[src/rtl/motion_arbiter.sv]
// motion_arbiter: per-frame arbitration of accel/mouse/button motion into one valid/ready step stream
module motion_arbiter #(
  parameter int SCREEN_WIDTH  = 800,
  parameter int SCREEN_HEIGHT = 600,
  parameter int HOLD_FRAMES   = 60,
  parameter int DEADZONE      = 4,
  parameter int BTN_STEP      = 4
) (
  input  logic                             clk,
  input  logic                             rst,
  input  logic [$clog2(SCREEN_WIDTH)-1:0]  i_screen_x,
  input  logic [$clog2(SCREEN_HEIGHT)-1:0] i_screen_y,
  input  logic [7:0]                       i_accel_dx,
  input  logic [7:0]                       i_accel_dy,
  input  logic [8:0]                       i_mouse_dx,
  input  logic [8:0]                       i_mouse_dy,
  input  logic                             i_mouse_valid,
  input  logic                             i_btn_left,
  input  logic                             i_btn_right,
  input  logic                             i_btn_up,
  input  logic                             i_btn_down,
  input  logic [1:0]                       i_mode,
  input  logic                             i_step_ready,
  output logic                             o_frame_tick,
  output logic                             o_step_valid,
  output logic [8:0]                       o_step_dx,
  output logic [8:0]                       o_step_dy,
  output logic [1:0]                       o_owner,
  output logic                             o_overrun
);
  typedef enum logic [1:0] {IDLE, COMPUTE, VALID} state_t;
  state_t state_q, state_d;
  logic prev_zero_q, tick_q, ovr_q;
  logic [8:0] acc_x_q, acc_y_q, acc_x_d, acc_y_d, sum_x, sum_y, snap_x_q, snap_y_q;
  logic [7:0] adx_q, ady_q, mag_x, mag_y, idle_q, idle_d, idle_inc;
  logic [3:0] btn_q;
  logic [1:0] mode_q, owner_q, owner_d;
  logic [8:0] dx_q, dy_q, dx_d, dy_d, btn_dx, btn_dy;
  logic at_zero, frame_start, take, act_a, act_m, act_b, owner_act, preempt, hold_done;

  function automatic logic [8:0] sat_add(input logic [8:0] a, input logic [8:0] b);
    logic signed [9:0] s;
    s = $signed({a[8], a}) + $signed({b[8], b});
    return (s > 10'sd255) ? 9'd255 : (s < -10'sd255) ? 9'h101 : s[8:0];
  endfunction

  assign at_zero     = (i_screen_x == '0) && (i_screen_y == '0);
  assign frame_start = at_zero && !prev_zero_q;
  assign take        = frame_start && (state_q == IDLE);
  assign sum_x       = sat_add(acc_x_q, i_mouse_valid ? i_mouse_dx : 9'd0);
  assign sum_y       = sat_add(acc_y_q, i_mouse_valid ? i_mouse_dy : 9'd0);

  // btn_q = {left, right, up, down}
  assign mag_x     = adx_q[7] ? -adx_q : adx_q;
  assign mag_y     = ady_q[7] ? -ady_q : ady_q;
  assign act_a     = (mag_x > 8'(DEADZONE)) || (mag_y > 8'(DEADZONE));
  assign act_m     = (snap_x_q != '0) || (snap_y_q != '0);
  assign act_b     = |btn_q;
  assign owner_act = (owner_q == 2'd1) ? act_a : (owner_q == 2'd2) ? act_m : (owner_q == 2'd3) ? act_b : 1'b0;
  assign preempt   = act_b && (owner_q != 2'd3);
  assign idle_inc  = (idle_q == 8'hff) ? idle_q : idle_q + 8'd1;
  assign hold_done = idle_inc == 8'(HOLD_FRAMES);
  assign btn_dx    = (btn_q[3] == btn_q[2]) ? 9'd0 : btn_q[2] ? 9'(BTN_STEP) : -9'(BTN_STEP);
  assign btn_dy    = (btn_q[1] == btn_q[0]) ? 9'd0 : btn_q[0] ? 9'(BTN_STEP) : -9'(BTN_STEP);

  always_comb begin
    state_d = state_q;
    owner_d = owner_q;
    idle_d  = idle_q;
    dx_d    = dx_q;
    dy_d    = dy_q;
    acc_x_d = take ? 9'd0 : sum_x;
    acc_y_d = take ? 9'd0 : sum_y;
    case (state_q)
      IDLE:    state_d = take ? COMPUTE : IDLE;
      COMPUTE: begin
        state_d = VALID;
        owner_d = (mode_q != 2'd0) ? mode_q : owner_act ? owner_q : preempt ? 2'd3 :
                  hold_done ? (act_m ? 2'd2 : act_a ? 2'd1 : 2'd0) : owner_q;
        idle_d  = ((mode_q != 2'd0) || owner_act || preempt || hold_done) ? 8'd0 : idle_inc;
        dx_d    = (owner_d == 2'd1) ? {adx_q[7], adx_q} : (owner_d == 2'd2) ? snap_x_q : (owner_d == 2'd3) ? btn_dx : 9'd0;
        dy_d    = (owner_d == 2'd1) ? {ady_q[7], ady_q} : (owner_d == 2'd2) ? snap_y_q : (owner_d == 2'd3) ? btn_dy : 9'd0;
      end
      VALID:   state_d = i_step_ready ? IDLE : VALID;
      default: state_d = IDLE;
    endcase
  end

  always_ff @(posedge clk) begin
    if (rst) begin
      state_q     <= IDLE;
      prev_zero_q <= 1'b0;
      tick_q      <= 1'b0;
      ovr_q       <= 1'b0;
      acc_x_q     <= '0;
      acc_y_q     <= '0;
      snap_x_q    <= '0;
      snap_y_q    <= '0;
      adx_q       <= '0;
      ady_q       <= '0;
      btn_q       <= '0;
      mode_q      <= '0;
      owner_q     <= '0;
      idle_q      <= '0;
      dx_q        <= '0;
      dy_q        <= '0;
    end else begin
      state_q     <= state_d;
      prev_zero_q <= at_zero;
      tick_q      <= frame_start;
      ovr_q       <= frame_start && (state_q != IDLE);
      acc_x_q     <= acc_x_d;
      acc_y_q     <= acc_y_d;
      owner_q     <= owner_d;
      idle_q      <= idle_d;
      dx_q        <= dx_d;
      dy_q        <= dy_d;
      if (take) begin
        snap_x_q <= sum_x;
        snap_y_q <= sum_y;
        adx_q    <= i_accel_dx;
        ady_q    <= i_accel_dy;
        btn_q    <= {i_btn_left, i_btn_right, i_btn_up, i_btn_down};
        mode_q   <= i_mode;
      end
    end
  end

  assign o_frame_tick = tick_q;
  assign o_step_valid = state_q == VALID;
  assign o_step_dx    = dx_q;
  assign o_step_dy    = dy_q;
  assign o_owner      = owner_q;
  assign o_overrun    = ovr_q;
endmodule
[config.mk]
export PLATFORM = sky130hd
export DESIGN_NAME = motion_arbiter
export DESIGN_NICKNAME = d
export VERILOG_FILES = /design/src/rtl/motion_arbiter.sv
export SDC_FILE = /design/constraint.sdc
export NUM_CORES = 1
export LEC_CHECK = 0
export ABC_AREA = 1
export CORE_MARGIN = 2
export CORE_UTILIZATION = 53
export CTS_BUF_LIST = sky130_fd_sc_hd__clkbuf_16
export CTS_CLUSTER_DIAMETER = 30
export DETAILED_ROUTE_END_ITERATION = 12
export GPL_ROUTABILITY_DRIVEN = 0
export GPL_TIMING_DRIVEN = 0
export PLACE_DENSITY = 0.84
export SYNTH_ARGS = -nofsm -noshare
export SYNTH_HDL_FRONTEND = slang
export SYNTH_SLANG_ARGS = --single-unit
[constraint.sdc]
create_clock -name clk -period 3.5 [get_ports clk]
set_input_delay 0.525 -clock clk [delete_from_list [all_inputs] [get_ports clk]]
set_output_delay 0.525 -clock clk [all_outputs]
set_load 0.02 [all_outputs]
Yosys cells after proc, flatten, opt, wreduce, memory -nomap -nowiden
Index checks and enable logic that the tools add are counted.
- magnitude comparators: 6
- muxes and demuxes: 32
- equality and inequality tests: 13
- reductions and logical operators: 20
- $add $sub $neg: 5
- operator list (kind ; count):
    9-bit two-way mux ; 16
    8-bit two-way mux ; 4
    9-bit by 9-bit adder with 10-bit output ; 2
    10-bit by 9-bit greater-than comparator with 1-bit output, second input constant ; 2
    10-bit zero test ; 2
    10-bit by 9-bit less-than comparator with 1-bit output, second input constant ; 2
    9-bit nonzero test ; 2
    8-bit by 3-bit greater-than comparator with 1-bit output, second input constant ; 2
    8-bit negator ; 2
    2-bit two-way mux ; 6
    2-bit == test, second input constant ; 5
    8-bit by 1-bit adder with 8-bit output, second input constant ; 1
    8-bit by 6-bit == test with 1-bit output, second input constant ; 1
    8-bit == test, second input constant ; 1
    2-bit by 1-bit == test with 1-bit output, second input constant ; 3
    2-bit one-hot mux with 3 select lines ; 1
    1-bit logical AND ; 5
    1-bit logical OR ; 5
    1-bit two-way mux ; 5
    2-bit nonzero test ; 2
    4-bit OR reduction ; 1
    1-bit == test ; 2
    2-bit zero test ; 1
    2-bit != test, second input constant ; 1
    2 further kinds ; 2
- word-level logic and storage cells: 92
- register bits after elaboration: 91

Longest topological paths before layout
- depth after elaboration: 14
- gate-level depth with buffers: 21
- gate-level depth less buffers: 20

Worst setup path after synthesis
No wires, ideal clock.
- path type: input-to-reg
- start point: input i_mouse_valid
- end point: register snap_x_q[2]
- buffers on the path: 3
- path slack: 0.378 ns
- arrival: 2.988 ns
- data required time: 3.366 ns
- cell stages on the path: 20
- cell sequence: clkbuf_1 clkbuf_1 nand2_1 inv_1 ha_1 fa_1 nand3_1 nand2_1 nand2_1 nand2_1 a21oi_1 nor2_1 o21ai_0 nand2_1 xor2_1 nand2_1 clkbuf_1 nand2_1 nand2_1 o22ai_1
- word-level cells in the longest chain between the ends: 5
- RTL lines (element ; RTL line ; text):
    start, declared ; 17 ; input logic i_mouse_valid,
    9-bit two-way mux * ; 50 ; assign sum_x = sat_add(acc_x_q, i_mouse_valid ? i_mouse_dx : 9'd0);
    9-bit by 9-bit adder with 10-bit output * ; 43 ; s = $signed({a[8], a}) + $signed({b[8], b});
    10-bit by 9-bit less-than comparator with 1-bit output ; 44 ; return (s > 10'sd255) ? 9'd255 : (s < -10'sd255) ? 9'h101 : s[8:0];
    9-bit two-way mux ; 44 ;
    9-bit two-way mux * ; 44 ;
    end signal, assigned ; 119 ; snap_x_q <= sum_x;
    end, declared ; 34 ; logic [8:0] acc_x_q, acc_y_q, acc_x_d, acc_y_d, sum_x, sum_y, snap_x_q, snap_y_q;
Mark *: on every way between the ends. The rest lies on a longest branch, timed or not.
A chain may end at the register's enable or synchronous reset.

Final worst setup path
- start point: input i_mouse_dx[0]
- end point: register snap_x_q[6]
- word-level cells in the longest chain between the ends: 5
- RTL lines (element ; RTL line ; text):
    start, declared ; 15 ; input logic [8:0] i_mouse_dx,
    9-bit two-way mux * ; 50 ;
    9-bit by 9-bit adder with 10-bit output * ; 43 ;
    10-bit by 9-bit less-than comparator with 1-bit output ; 44 ;
    9-bit two-way mux ; 44 ;
    9-bit two-way mux * ; 44 ;
Marks and branches as above.

==> run_results.csv <==
group,metric,value,unit
status,status,"completed",
layout,fin_util,69.4,%
critical_path,path_common_cell,"nand2_1",
sta,worst_pin_slew,993,ps
critical_path,arrival,3440,ps
logic_synthesis,synth_ff_type,"dfxtp_1",
global_route,grt_usage,25.8,%
sta,fin_skew,9.31,ps
sta,slew_headroom,33.2,%
clock_tree,clockBufferDepth,2,
sta,period_needed,3170,ps
min_path,hold_path.class,"reg -> reg",
global_route,antenna_found_initial,0,
floorplanning,rows,34,
layout,final-seq-area,1820,µm²
clock_tree,cts_resized,0,
sta,hold_violations,0,
flow_run,cap_viol_max_count,0,
clock_tree,cts_tree,"yes",
detailed_routing,drt_iter0_drc,251,
critical_path,crit_type,"in -> reg",
logic_synthesis,ys_seq_elements,91,
detailed_routing,firstDrtPassIters,8,
power_and_ir_drop,ir_drop,0.000366,V
clock_tree,clk_pin_slew_worst_paths,70,ps
global_route,grt_pass1_vias,4656,
critical_path,worstPathRequired,3760,ps
global_route,grt_overflow_total,0,
floorplanning,ios,87,
logic_synthesis,ys_types,38,
critical_path,cp-end-kind,"flop",
logic_synthesis,synthCells,694,
logic_synthesis,netlist_area,4830,µm²
power_and_ir_drop,p_per_area,456,nW/µm²
logic_synthesis,synth.most_common_cell,"nand2_1",
detailed_routing,post_drt_wl_per_cell,13.8,µm
logic_synthesis,seq_area_frac_synth,37.7,%
detailed_routing,wl,12400,µm
critical_path,worst_setup_path_start_kind,"input port",
layout,layout-drive-gt1-share,5.67,%
sta,rsz0062_at_grt,"no",
logic_synthesis,synth_top_area_share,37.7,%
layout,antenna_cells,0,
power_and_ir_drop,p_leak,0.00277,µW
critical_path,cp_num_buf_inv,3,
place,numPortBuffers,84,
floorplanning,die-width,99.5,µm
logic_synthesis,syn_avg_cell_area,6.97,µm²
layout,area_delta_synth_final,25.7,%
critical_path,cp_slowest_stage_delay,410,ps
detailed_routing,drcViolationCount,0,
layout,fillers,701,
global_route,grt_max_degree,16,
floorplanning,core,8760,µm²
floorplanning,die_h,99.5,µm
logic_synthesis,synthTopCellsByCount,"191 x nand2_1, 91 x dfxtp_1, 90 x inv_1",
clock_tree,htree_levels,3,
place,placed_area,5810,µm²
clock_tree,clockRootBuffer,"clkbuf_16",
sta,setup-violations-final,0,
critical_path,cpLargestDelayFamily,"simple AND/OR/NAND/NOR gates",
sta,max_freq,315,MHz
detailed_routing,antenna_left,0,
sta,drv_slew,0,
clock_tree,clk_latency,350,ps
place,dp_hpwl,9760,µm
logic_synthesis,synth_top_cell_by_area,"dfxtp_1",
sta,fin_crit_sh,90.6,%
clock_tree,cts_buffers,9,
layout,multi_input_area,2580,µm²
floorplanning,dieArea,9900,µm²
sta,tns,0,ps
critical_path,crit_path_cell_trace,"clkdlybuf4s50_1, nand2_1, inv_1, ha_1, fa_1, nand3_1, nand2_1, nand2_1, nand2_1, a21oi_1, nor2_1, o21ai_0, nand2_1, xor2_1, nand2_1, clkbuf_2, nand2_1, nand2_1, o21ai_0",
critical_path,slowest_stage,"fa_1",
clock_tree,post-cts-setup-buffer-count,0,
critical_path,cp_max_fo,10,
layout,nets,877,
clock_tree,cts_num_sinks,91,
detailed_routing,vias,4756,
logic_synthesis,synth_nets,783,
logic_synthesis,yosysWarnings,0,
layout,fin_area,6080,µm²
global_route,grt_pass1_wl,20800,µm
clock_tree,hold_buffers,0,
logic_synthesis,ys_top_cells_by_area,"dfxtp_1 38%, nand2_1 15%, inv_1 7.0%",
detailed_routing,viasPerCell,5.28,
floorplanning,start_util,55.2,%
logic_synthesis,ys_async_sr_fraction,0,%
logic_synthesis,synth_edf_count,0,
[report_power, final]
group          internal [µW]  leakage [µW]  switching, µW
clock                    478      0.000131            412
sequential              1110      0.000737           32.4
combinational            291       0.00190            447
[final timing paths]
check | from | to | slack, ps | cells past startpoint
max | i_mouse_dx[0] | snap_x_q[6]$_SDFFE_PP0P_ | 330 | 19
min | o_step_dx[4]$_SDFFE_PP0N_ | o_step_dx[4]$_SDFFE_PP0N_ | 490 | 2
max reg2reg | acc_x_q[0]$_SDFF_PP0_ | snap_x_q[6]$_SDFFE_PP0P_ | 750 | 16
min reg2reg | o_step_dx[4]$_SDFFE_PP0N_ | o_step_dx[4]$_SDFFE_PP0N_ | 490 | 2
[worst reg2reg max path, cell delays in order, from the launching register on]
cell      delay (ps)
dfxtp_1          300
ha_1             220
fa_1             410
nand3_1          120
nand2_1           70
nand2_1          100
nand2_1           70
a21oi_1          210
nor2_1            60
o21ai_0          170
nand2_1          110
xor2_1           200
nand2_1          120
clkbuf_2         190
nand2_1           80
nand2_1           80
o21ai_0          160
[layout by cell type, fill, tap and decap left out, types with 2 or more instances in the layout]
cell type	n
a21o_1	2
a21oi_1	33
a22o_1	12
a32o_1	2
and3_1	2
buf_6	2
clkbuf_1	15
clkbuf_16	9
clkdlybuf4s50_1	84
clkinv_1	2
clkinvlp_4	2
dfxtp_1	91
fa_1	2
ha_1	23
inv_1	91
nand2_1	191
nand2_2	8
nand3_1	31
nand3_2	2
nand4_1	6
nor2_1	74
nor2_2	3
nor2_4	3
nor3_1	4
nor4_1	6
o211ai_1	3
o21ai_0	45
o21ai_1	5
o21ai_2	7
o21bai_1	3
o22ai_1	6
xnor2_1	3
xor2_1	9
[kinds of logic (layout without fill, tap and decap cells)]
family / after synthesis / count (layout) / share of synthesized area [%]
adder cells (fa/ha/maj): 25 / 25 / 6.78
flip-flops: 91 / 91 / 37.7
AO/OA/AOI/OAI: 122 / 122 / 15.3
AND/OR/NAND/NOR: 333 / 333 / 29.1
XOR/XNOR: 12 / 12 / 2.17
buffers and inverters: 111 / 210 / 8.93
[registers in the layout, indices dropped and copies added (netlist names), 4 cells and up]
| name | cells |
|---|---|
| acc_x_q | 9 |
| acc_y_q | 9 |
| o_step_dx | 9 |
| o_step_dy | 9 |
| snap_x_q | 9 |
| snap_y_q | 9 |
| adx_q | 8 |
| ady_q | 8 |
| idle_q | 8 |
| btn_q | 4 |
[stage by stage]
step / hold WS (ps) / total power, µW / cells / worst slack [ps]
after floorplan: 445 / 1680 / 694 / 378
after global placement: 461 / 1850 / 886 / -1.99
after detailed placement: 472 / 1880 / 886 / -98.0
after CTS: 481 / 2760 / 902 / 181
after global routing: 504 / 2920 / 901 / 72.9
final: 488 / 2770 / 901 / 329
[routing by layer]
layer,share of wire [%],vias to the layer above,routed length [µm],GRT usage (%)
li1,-,2410,-,-
met1,41,2184,5120,30.2
met2,51,140,6310,47.2
met3,5.8,22,725,5.06
met4,2.0,0,245,8.22
met5,0,-,0,0
[cell type report]
type / count / area share (%)
multi-input combinational: 492 / 42.5
sequential: 91 / 30.0
timing repair buffer: 84 / 13.8
inverter: 92 / 5.68
clock buffer: 9 / 3.71
tap: 108 / 2.22
buffer: 18 / 1.38
clock inverter: 7 / 0.741
Power figures use the tool's default switching activity.
